==> src/rtl/spad_read_controller_filter.sv <==
// Filter scratchpad read controller: sweeps spad addresses once per reuse pass, then releases the spad.
// Optional build macro SPAD_RD_STALL_CNT_EN adds the stall_cycles_o counter of stalled READ cycles.
module spad_read_controller_filter #(
    parameter int SPAD_ADDR_WIDTH   = 3,
    parameter int FILTER_SIZE_WIDTH = 3,
    parameter int REUSE_WIDTH       = 4
) (
    input  logic                         clk_i,
    input  logic                         rst_i,
    input  logic                         run_i,
    input  logic [1:0]                   mode_i,
    input  logic [FILTER_SIZE_WIDTH-1:0] filter_size_i,
    input  logic [REUSE_WIDTH-1:0]       reuse_count_i,
    input  logic                         filter_valid_i,
    input  logic                         stall_i,
    output logic                         ren_spad_o,
    output logic [SPAD_ADDR_WIDTH-1:0]   spad_raddr_o,
    output logic                         elem_last_o,
    output logic                         pass_done_o,
    output logic                         r_next_Filter_o,
    output logic                         busy_o
`ifdef SPAD_RD_STALL_CNT_EN
    ,
    output logic [15:0]                  stall_cycles_o
`endif
);

    typedef enum logic [1:0] {
        S_IDLE,
        S_WAIT_FILT,
        S_READ,
        S_RELEASE
    } state_e;

    state_e                       state_q, state_d;
    logic [SPAD_ADDR_WIDTH-1:0]   raddr_q, raddr_d;
    logic [REUSE_WIDTH-1:0]       pass_q, pass_d;
    logic                         guard_q, guard_d;

    logic [SPAD_ADDR_WIDTH-1:0]   len;
    logic [SPAD_ADDR_WIDTH-1:0]   last_addr;
    logic [REUSE_WIDTH-1:0]       last_pass;
    logic                         at_last_addr;
    logic                         at_last_pass;

    // Sweep length wraps to the address width exactly as the loader's write side does.
    assign len = (mode_i == 2'd2) ? SPAD_ADDR_WIDTH'({filter_size_i, 1'b0})
                                  : SPAD_ADDR_WIDTH'(filter_size_i);
    assign last_addr    = len - SPAD_ADDR_WIDTH'(1);
    assign last_pass    = (reuse_count_i == '0) ? '0 : reuse_count_i - REUSE_WIDTH'(1);
    assign at_last_addr = (raddr_q == last_addr);
    assign at_last_pass = (pass_q == last_pass);

    always_ff @(posedge clk_i) begin
        if (rst_i) begin
            state_q <= S_IDLE;
            raddr_q <= '0;
            pass_q  <= '0;
            guard_q <= 1'b0;
        end else begin
            state_q <= state_d;
            raddr_q <= raddr_d;
            pass_q  <= pass_d;
            guard_q <= guard_d;
        end
    end

    always_comb begin
        state_d         = state_q;
        raddr_d         = raddr_q;
        pass_d          = pass_q;
        guard_d         = 1'b0;
        ren_spad_o      = 1'b0;
        elem_last_o     = 1'b0;
        pass_done_o     = 1'b0;
        r_next_Filter_o = 1'b0;
        busy_o          = (state_q != S_IDLE);

        case (state_q)
            S_IDLE: begin
                raddr_d = '0;
                pass_d  = '0;
                if (run_i) state_d = S_WAIT_FILT;
            end
            S_WAIT_FILT: begin
                raddr_d = '0;
                pass_d  = '0;
                // guard_q masks the loader's valid, which is still high for one cycle after release
                if (filter_valid_i && !guard_q) begin
                    state_d = (len != '0) ? S_READ : S_RELEASE;
                end else if (!run_i) begin
                    state_d = S_IDLE;
                end
            end
            S_READ: begin
                if (!stall_i) begin
                    ren_spad_o = 1'b1;
                    if (at_last_addr) begin
                        elem_last_o = 1'b1;
                        pass_done_o = 1'b1;
                        raddr_d     = '0;
                        pass_d      = pass_q + REUSE_WIDTH'(1);
                        if (at_last_pass) state_d = S_RELEASE;
                    end else begin
                        raddr_d = raddr_q + SPAD_ADDR_WIDTH'(1);
                    end
                end
            end
            S_RELEASE: begin
                r_next_Filter_o = 1'b1;
                guard_d         = 1'b1;
                state_d         = run_i ? S_WAIT_FILT : S_IDLE;
            end
            default: state_d = S_IDLE;
        endcase
    end

    assign spad_raddr_o = raddr_q;

`ifdef SPAD_RD_STALL_CNT_EN
    logic [15:0] stall_cnt_q;

    // Accumulates across filters; only reset clears it.
    always_ff @(posedge clk_i) begin
        if (rst_i) begin
            stall_cnt_q <= '0;
        end else if (state_q == S_READ && stall_i && stall_cnt_q != 16'hFFFF) begin
            stall_cnt_q <= stall_cnt_q + 16'd1;
        end
    end

    assign stall_cycles_o = stall_cnt_q;
`endif

endmodule
==> config.mk <==
export PLATFORM = sky130hd
export DESIGN_NAME = spad_read_controller_filter
export DESIGN_NICKNAME = d
export VERILOG_FILES = /design/src/rtl/spad_read_controller_filter.sv
export SDC_FILE = /design/constraint.sdc
export NUM_CORES = 1
export LEC_CHECK = 0
export CAP_MARGIN = 25
export CORE_MARGIN = 2
export CORE_UTILIZATION = 47
export CTS_CLUSTER_DIAMETER = 80
export DETAILED_ROUTE_END_ITERATION = 10
export GPL_ROUTABILITY_DRIVEN = 0
export MAX_ROUTING_LAYER = met4
export PLACE_DENSITY_LB_ADDON = 0.2
export SETUP_SLACK_MARGIN = 0.3
export SYNTH_ARGS = -nofsm -noshare
export SYNTH_HDL_FRONTEND = slang
export SYNTH_SLANG_ARGS = --single-unit
==> constraint.sdc <==
create_clock -name clk_i -period 2.9 [get_ports clk_i]
set_input_delay 0.58 -clock clk_i [delete_from_list [all_inputs] [get_ports clk_i]]
set_output_delay 0.58 -clock clk_i [all_outputs]
set_load 0.05 [all_outputs]
== Yosys cells after proc, flatten, opt, wreduce, memory -nomap -nowiden ==
Index checks and enable logic that the tools add are counted.

* ROM bits: 0
* Bits in registers: 10
* Bits in latches: 0
* Memories kept: 0
* Output and inout bits: 8
* Memory bits (writable): 0
* Input port bits: 14
* Logic and storage cells: 53

* Shift operators: 0
* Multiplexer cells: 23
* Bitwise operators: 0
* Div/mod/pow operators: 0
* $lt $le $gt $ge: 0
* Equality and inequality tests: 11
* Add/subtract/negate cells: 4
* Multipliers: 0
* Reductions and logical operators: 11

{| class="wikitable"
|+ Operator list
! cell !! count
|-
| two-way mux 2 bit || 6
|-
| two-way mux 4 bit || 3
|-
| two-way mux 3 bit || 3
|-
| two-way mux 1 bit || 8
|-
| != test 2 bit, second input constant || 4
|-
| one-hot mux 2 bit (4 select lines) || 1
|-
| one-hot mux 4 bit (2 select lines) || 1
|-
| equality test 2 bit, second input constant || 3
|-
| one-hot mux 3 bit (2 select lines) || 1
|-
| AND reduction 5 bit || 1
|-
| adder 4 x 1 -> 4 bit, second input constant || 1
|-
| equality test 4 bit || 1
|-
| logical NOT 4 bit || 1
|-
| nonzero test 2 bit || 2
|-
| subtractor 4 x 1 -> 4 bit, second input constant || 1
|-
| adder 3 x 1 -> 3 bit, second input constant || 1
|-
| equality test 3 bit || 1
|-
| != test 3 bit, second input constant || 1
|-
| AND reduction 3 bit || 1
|-
| nonzero test 3 bit || 1
|-
| subtractor 3 x 1 -> 3 bit, second input constant || 1
|-
| equality test 2 x 1 -> 1 bit, second input constant || 1
|-
| logical NOT 2 bit || 1
|-
| AND reduction 2 bit || 1
|-
| other kinds (3) || 3
|}

== Logic depth before layout (Yosys ltp) ==
Gate-level depths: netlist (run 1).

* Depth after elaboration: 7
* Gate-level depth with buffers: 9
* Depth with buffers taken out: 9

== Worst setup path before layout (run 1) ==
No wires, ideal clock.

* Path kind: input port to output port
* Start: input port mode_i[0]
* End: output port pass_done_o
* Data arrival time: 3.315 ns
* Stages on the path: 9
* Path buffers: 1
* Setup slack: -0.995 ns
* Required time: 2.320 ns
* Cells stage by stage: nand2b_4 mux2i_1 ha_1 ha_1 xor2_1 nand2_1 o31a_1 nor3_1 buf_4

* Cells in the longest elaborated chain, start to end: 7

{| class="wikitable"
|+ RTL lines
! element !! RTL line !! RTL
|-
| start, declared || 11 || <nowiki>input logic [1:0] mode_i,</nowiki>
|-
| equality test 2 bit || 47 || <nowiki>assign len = (mode_i == 2'd2) ? SPAD_ADDR_WIDTH'({filter_size_i, 1'b0})</nowiki>
|-
| two-way mux 3 bit || 47 ||
|-
| subtractor 3 x 1 -> 3 bit || 49 || <nowiki>assign last_addr = len - SPAD_ADDR_WIDTH'(1);</nowiki>
|-
| equality test 3 bit || 51 || <nowiki>assign at_last_addr = (raddr_q == last_addr);</nowiki>
|-
| two-way mux 1 bit (3 in a row) || n/a ||
|-
| end, declared || 19 || <nowiki>output logic pass_done_o,</nowiki>
|}

No other way between the ends.

== Final worst setup path (run 1) ==
* Start: input port mode_i[0]
* End: output port pass_done_o

* Cells in the longest elaborated chain, start to end: 7

{| class="wikitable"
|+ RTL lines
! element !! RTL line !! RTL
|-
| equality test 2 bit || 47 ||
|-
| two-way mux 3 bit || 47 ||
|-
| subtractor 3 x 1 -> 3 bit || 49 ||
|-
| equality test 3 bit || 51 ||
|-
| two-way mux 1 bit || 98 || <nowiki>if (at_last_addr) begin</nowiki>
|-
| two-way mux 1 bit || 96 || <nowiki>if (!stall_i) begin</nowiki>
|-
| two-way mux 1 bit || 79 || <nowiki>case (state_q)</nowiki>
|}

No other way between the ends.

==> run_results.csv, run 1 <==
group,metric,value,unit
power,power_leakage,0.465,nW
drt,ant_nets,0,
drt,drtIter0Drc,13,
global_route,grt_overflow_total,0,
timing,fin_skew,4.33,ps
synth,syn_nets,116,
global_route,grt_pass1_wl,2930,um
clocking,clock_latency,270,ps
synth,netlist_area,820,um2
drt,vias,787,
clocking,clkSinkCount,10,
drt,firstDrtPassIters,4,
setup_path,crit_path_end_kind,"output pin",
layout,stdcell_count,142,
setup_path,path_class,"in2out",
synth,yosys_warnings,0,
setup_path,slowest_stage,"o31a_1",
layout,fin_util,66.1,%
layout,n_fill_cell,151,
timing,clock.fmax,0.347,GHz
timing,final_max_slew_viol_count,0,
floorplan,die_h,45.8,um
layout,area_delta_synth_final,36.3,%
setup_path,slowest_delay,300,ps
layout,drive_above_1_share,20.8,%
synth,synth_cell_types,42,
min_path,hp-class,"reg2reg",
global_route,first_global_vias,681,
synth,syn_inst,98,
floorplan,coreArea,1690,um2
floorplan,fp-row-count,15,
drt,routedWlPerCell,12.4,um
timing,period_needed,2880,ps
floorplan,initial_utilization,48.5,%
clocking,numCtsBuffers,3,
drt,via_per_inst,5.54,
floorplan,fp.dieW,45.8,um
global_route,antenna_found_initial,0,
setup_path,cp.arrival,2300,ps
power,power_density,336,nW/um2
setup_path,startpoint_type,"input port",
timing,setup-violations-final,0,
power,totalPowerFinal,0.000375,W
drt,drc,0,
placement,portBuffers,21,
timing,rsz0062_at_grt,"true",
run,max_cap_violations,0,
clocking,clk_path_buf_depth,2,
synth,synth.avg_cell_area,8.36,um2
clocking,clk_pin_slew,60,ps
global_route,grt.total_usage,20.6,%
synth,seq_area_frac_synth,24.4,%
run_status,status,"completed",
layout,diodes,0,
setup_path,crit_chain,"buf_6 > nand2b_4 > mux2i_1 > ha_2 > ha_4 > xor2_1 > nand2_1 > o31a_1 > nor3_4 > buf_12",
timing,max_slew.worst_pin.slew,501,ps
setup_path,path_buf_inv,2,
setup_path,worstPathRequired,2320,ps
timing,period_share,99.4,%
placement,dp.cells,137,
clocking,clockRootBuffer,"clkbuf_4",
placement,placed_area,1070,um2
global_route,grt_max_degree,12,
clocking,cts_tree,"built",
synth,postSynthRegisterBits,10,
clocking,hold_buffers,0,
power,ir_drop,0.275,mV
placement,dp_hpwl,1340,um
setup_path,crit_fanout,4,
setup_path,crit_family,"simple AND/OR/NAND/NOR gates",
drt,routed_wl,1760,um
layout,design_area,1120,um2
floorplan,pin_count,22,
floorplan,die-area,2090,um2
timing,final_hold_viol_count,0,
clocking,cts-htree-levels,1,
timing,slew-limit-headroom,66.5,%
layout,final_nets,145,
==> metal layers <==
metal / vias up / track usage, % / routed length [um]
met5: - / - / 0
met4: 0 / 12.0 / 42
met3: 4 / 5.95 / 86
met2: 16 / 27.6 / 756
met1: 354 / 27.0 / 874
li1: 413 / - / -
==> stage by stage <==
| step | hold WS (ps) | setup WS, ps | setup TNS (ps) |
|---|---|---|---|
| finish | 507 | 17.3 | 0 |
| global route | 563 | -56.2 | -111 |
| CTS | 510 | -95.0 | -190 |
| detailed placement | 502 | -367 | -1020 |
| global placement | 499 | -347 | -896 |
| floorplan | 506 | -255 | -255 |
==> what timing repair did <==
item	4_1_cts	5_1_grt
pin swaps	4	4
setup endpoints to repair	6	3
setup buffers	1	1
gates resized for setup	12	4
==> tightest hold or removal path: stages (launching register included) <==
cell and delay (ps):
dfxtp_1 340, nand2_1 70, a21oi_1 50
==> flip-flops by register name, summed over array words and instances (netlist names), named ones only <==
name and cells:
guard_q 1, state_q 1, spad_raddr_o 3, pass_q 4
==> path summary, 6_finish.rpt <==
path | from | to | slack, ps | cells after the start
worst max-delay path | mode_i[0] | pass_done_o | 20 | 10
worst min-delay path | spad_raddr_o[1] | spad_raddr_o[1] | 510 | 2
worst max register to register | spad_raddr_o[2] | pass_q[0] | 1160 | 6
worst min register to register | spad_raddr_o[1] | spad_raddr_o[1] | 510 | 2
==> area by class of cell <==
type	count	area [um2]	share of cell area, %
repair buffers	29	294	26.3
flip-flops and latches	10	200	17.9
well taps	17	21.3	1.90
multi-input cells	80	568	50.8
inverters	3	11.3	1.01
clock buffers	3	22.5	2.02
==> Yosys cell counts <==
| library cell | number | area (um2) |
|---|---|---|
| o21ai_0 | 8 | 40.0 |
| nand4_1 | 1 | 6.26 |
| and2b_2 | 1 | 8.76 |
| a221oi_1 | 1 | 8.76 |
| or2_2 | 2 | 12.5 |
| o2bb2ai_1 | 1 | 8.76 |
| nor2b_1 | 4 | 25.0 |
| mux2i_1 | 2 | 20.0 |
| a21oi_1 | 10 | 50.1 |
| and2_1 | 4 | 25.0 |
| inv_1 | 3 | 11.3 |
| mux2_2 | 1 | 11.3 |
| o41ai_1 | 1 | 8.76 |
| buf_4 | 1 | 7.51 |
| xor2_1 | 4 | 35.0 |
| and3_1 | 1 | 6.26 |
| bufbuf_16 | 1 | 32.5 |
| a21o_1 | 1 | 7.51 |
| or4_1 | 1 | 7.51 |
| a31oi_1 | 1 | 6.26 |
| or2b_2 | 1 | 8.76 |
| o31a_1 | 1 | 8.76 |
| a22oi_1 | 1 | 7.51 |
| nor3_1 | 3 | 15.0 |
| a211oi_1 | 1 | 7.51 |
| buf_6 | 1 | 11.3 |
| o31ai_1 | 1 | 7.51 |
| nand2b_4 | 1 | 13.8 |
| o32ai_1 | 1 | 8.76 |
| nand2_1 | 5 | 18.8 |
| nand2b_1 | 2 | 12.5 |
| o311ai_0 | 1 | 8.76 |
| nor2_1 | 5 | 18.8 |
| and3_4 | 1 | 11.3 |
| clkbuf_2 | 1 | 5.00 |
| nand3_1 | 2 | 10.0 |
| o21a_1 | 2 | 15.0 |
| nor3b_1 | 2 | 15.0 |
| ha_1 | 4 | 50.1 |
| dfxtp_1 | 10 | 200 |
| or3_1 | 2 | 12.5 |
| clkbuf_8 | 1 | 13.8 |
==> cells by family after synthesis <==
group	after synthesis	share of synthesized area [%]
multiplexers	3	3.82
XOR/XNOR	4	4.27
AND/OR/NAND/NOR	38	27.8
buffers and inverters	8	9.92
adder cells (fa/ha/maj)	4	6.11
flip-flops	10	24.4
AO/OA/AOI/OAI	31	23.7
==> cells in the final DEF, fill, tap and decap left out, types with 2 or more instances in the layout <==
| cell type | instances |
|---|---|
| clkdlybuf4s50_1 | 13 |
| a21oi_1 | 10 |
| dfxtp_1 | 10 |
| o21ai_0 | 8 |
| buf_4 | 8 |
| nand2_1 | 5 |
| nor2_1 | 5 |
| and2_1 | 4 |
| xor2_1 | 4 |
| nor2b_1 | 4 |
| inv_1 | 3 |
| clkbuf_4 | 3 |
| or2_2 | 2 |
| o21a_1 | 2 |
| nor3_1 | 2 |
| nor3b_1 | 2 |
| nand3_1 | 2 |
| nand2b_1 | 2 |
| or3_1 | 2 |
| ha_1 | 2 |
| clkdlybuf4s15_1 | 2 |
| buf_6 | 2 |
| buf_12 | 2 |
==> power by group <==
part           leakage [nW]   total, W  switching [W]  internal, W
combinational         0.371   0.000130      0.0000633    0.0000662
sequential           0.0809   0.000149     0.00000763     0.000142
clock                0.0138  0.0000963      0.0000483    0.0000480
total                 0.465   0.000375       0.000119     0.000256
(Power assumes the default switching activity.)
==> inputs of run 2 (changes only) <==
- CAP_MARGIN: 25 -> 30
- SLEW_MARGIN: unset -> 40
==> results of run 2 <==
The final DEF is identical to that of run 1; final timing and power are the same.
==> inputs of run 3 (changes only) <==
- RECOVER_POWER: unset -> 50
==> run 3 against run 2 <==
Against the previous run: critical path depth is the same; sequential share of layout area unchanged; non-clock buffer count unchanged; clock-buffer cell count unchanged; first-iteration DRC count did not move; design area did not move; clock skew stayed put; total power shrank 0.20%; flip-flop and latch count unchanged.
==> run_results.csv, run 3 (synthesized netlist as in run 1, its figures left out) <==
group,metric,value,unit
run_status,status,"completed",
global_route,first_global_vias,681,
placement,dp_hpwl,1340,um
floorplan,initial_utilization,48.5,%
timing,period_needed,2880,ps
layout,drive_above_1_share,20.8,%
setup_path,startpoint_type,"input port",
run,max_cap_violations,0,
setup_path,worstPathRequired,2320,ps
global_route,grt_busiest_layer,"met2",
placement,portBuffers,21,
drt,drc,0,
timing,hold_ws,504,ps
global_route,grt_pass1_wl,2930,um
drt,firstDrtPassIters,4,
timing,setup_slack,17.3,ps
global_route,grt_max_degree,12,
drt,routedWlPerCell,12.4,um
drt,ant_nets,0,
floorplan,fp-row-count,15,
global_route,use_met1,27.0,%
timing,final_hold_viol_count,0,
placement,place_ws,-367,ps
clocking,numCtsBuffers,3,
drt,drtIter0Drc,13,
min_path,hp-class,"reg2reg",
layout,largest_reg_flops,4,
power,power_density,335,nW/um2
setup_path,rr_worst_depth,6,
min_path,hold_depth,2,
setup_path,crit_path_end_kind,"output pin",
setup_path,path_class,"in2out",
floorplan,die-area,2090,um2
clocking,clkSinkCount,10,
clocking,cts_tree,"built",
setup_path,cp.arrival,2300,ps
clocking,cts-htree-levels,1,
clocking,clockRootBuffer,"clkbuf_4",
layout,top_register,"pass_q",
drt,via_per_inst,5.54,
drt,vias,787,
global_route,grt.total_usage,20.6,%
clocking,clock_latency,270,ps
global_route,met3_usage,5.95,%
layout,final_cell_mix,"10 x a21oi_1, 10 x dfxtp_1, 8 x o21ai_0, 8 x clkdlybuf4s50_1, 8 x buf_4",
power,power_leakage,0.477,nW
timing,clock.fmax,0.347,GHz
floorplan,coreArea,1690,um2
layout,seqCellArea,200,um2
clocking,hold_buffers,0,
floorplan,fp.dieW,45.8,um
layout,n_fill_cell,151,
timing,rsz0062_at_grt,"true",
global_route,grt_overflow_total,0,
setup_path,r2r_slack,1170,ps
timing,setup-violations-final,0,
power,ir_drop,0.275,mV
drt,routed_wl,1760,um
layout,area_delta_synth_final,36.3,%
timing,final_max_slew_viol_count,0,
layout,multiInputGateArea,568,um2
placement,placed_area,1070,um2
clocking,clk_path_buf_depth,2,
timing,fin_skew,4.33,ps
global_route,grtUsageMet2,27.6,%
timing,period_share,99.4,%
floorplan,pin_count,22,
floorplan,die_h,45.8,um
layout,design_area,1120,um2
global_route,antenna_found_initial,0,
layout,final_nets,145,
layout,diodes,0,
timing,slew-limit-headroom,66.5,%
clocking,clk_pin_slew,60,ps
timing,max_slew.worst_pin.slew,501,ps
setup_path,crit_fanout,4,
## run 3: path summary, 6_finish.rpt
path / from / end
min: spad_raddr_o[1] / spad_raddr_o[1]
max reg2reg: spad_raddr_o[2] / pass_q[0]
max: mode_i[0] / pass_done_o
min reg2reg: spad_raddr_o[1] / spad_raddr_o[1]
## run 3: report_power, final
group          total [W]  switching [W]  internal (W)
combinational   0.000129      0.0000633     0.0000654
clock          0.0000963      0.0000483     0.0000480
sequential      0.000149     0.00000761      0.000142
## run 3: metrics by stage
| stage | power [W] | instances | TNS [ps] | utilization [%] |
|---|---|---|---|---|
| 5_1_grt | 0.000398 | 142 | -111 | 66.1 |
| 2_1_floorplan | 0.000238 | 98 | -255 | - |
| 3_3_place_gp | 0.000277 | 137 | -896 | 63.5 |
| 4_1_cts | 0.000376 | 141 | -190 | 65.0 |
| 6_report | 0.000374 | 142 | 0 | 66.1 |
| 3_5_place_dp | 0.000280 | 137 | -1020 | 63.5 |
## run 3: timing repair
item / CTS / global route
resized for setup: 12 / 4
setup endpoints to repair: 6 / 3
setup buffers: 1 / 1
pin swaps: 4 / 4
cloned: 0 / 0
## run 3: area by class of cell
type                            instances  area share [%]
Timing Repair Buffer                   29            26.3
Clock buffer                            3            2.02
Inverter                                3            1.01
Multi-Input combinational cell         80            50.8
Sequential cell                        10            17.9
Tap cell                               17            1.90
## run 3: routing by layer
metal  up-vias  share of wire, %
met3         4               4.9
met4         0               2.4
li1        413                 -
met2        16                43
met1       354                50
met5         -                 0
## run 3: critical path, stage by stage
cell and delay [ps]:
buf_6 90, nand2b_4 140, mux2i_1 120, ha_2 190
ha_4 250, xor2_1 140, nand2_1 80, o31a_1 300
nor3_4 230, buf_12 180
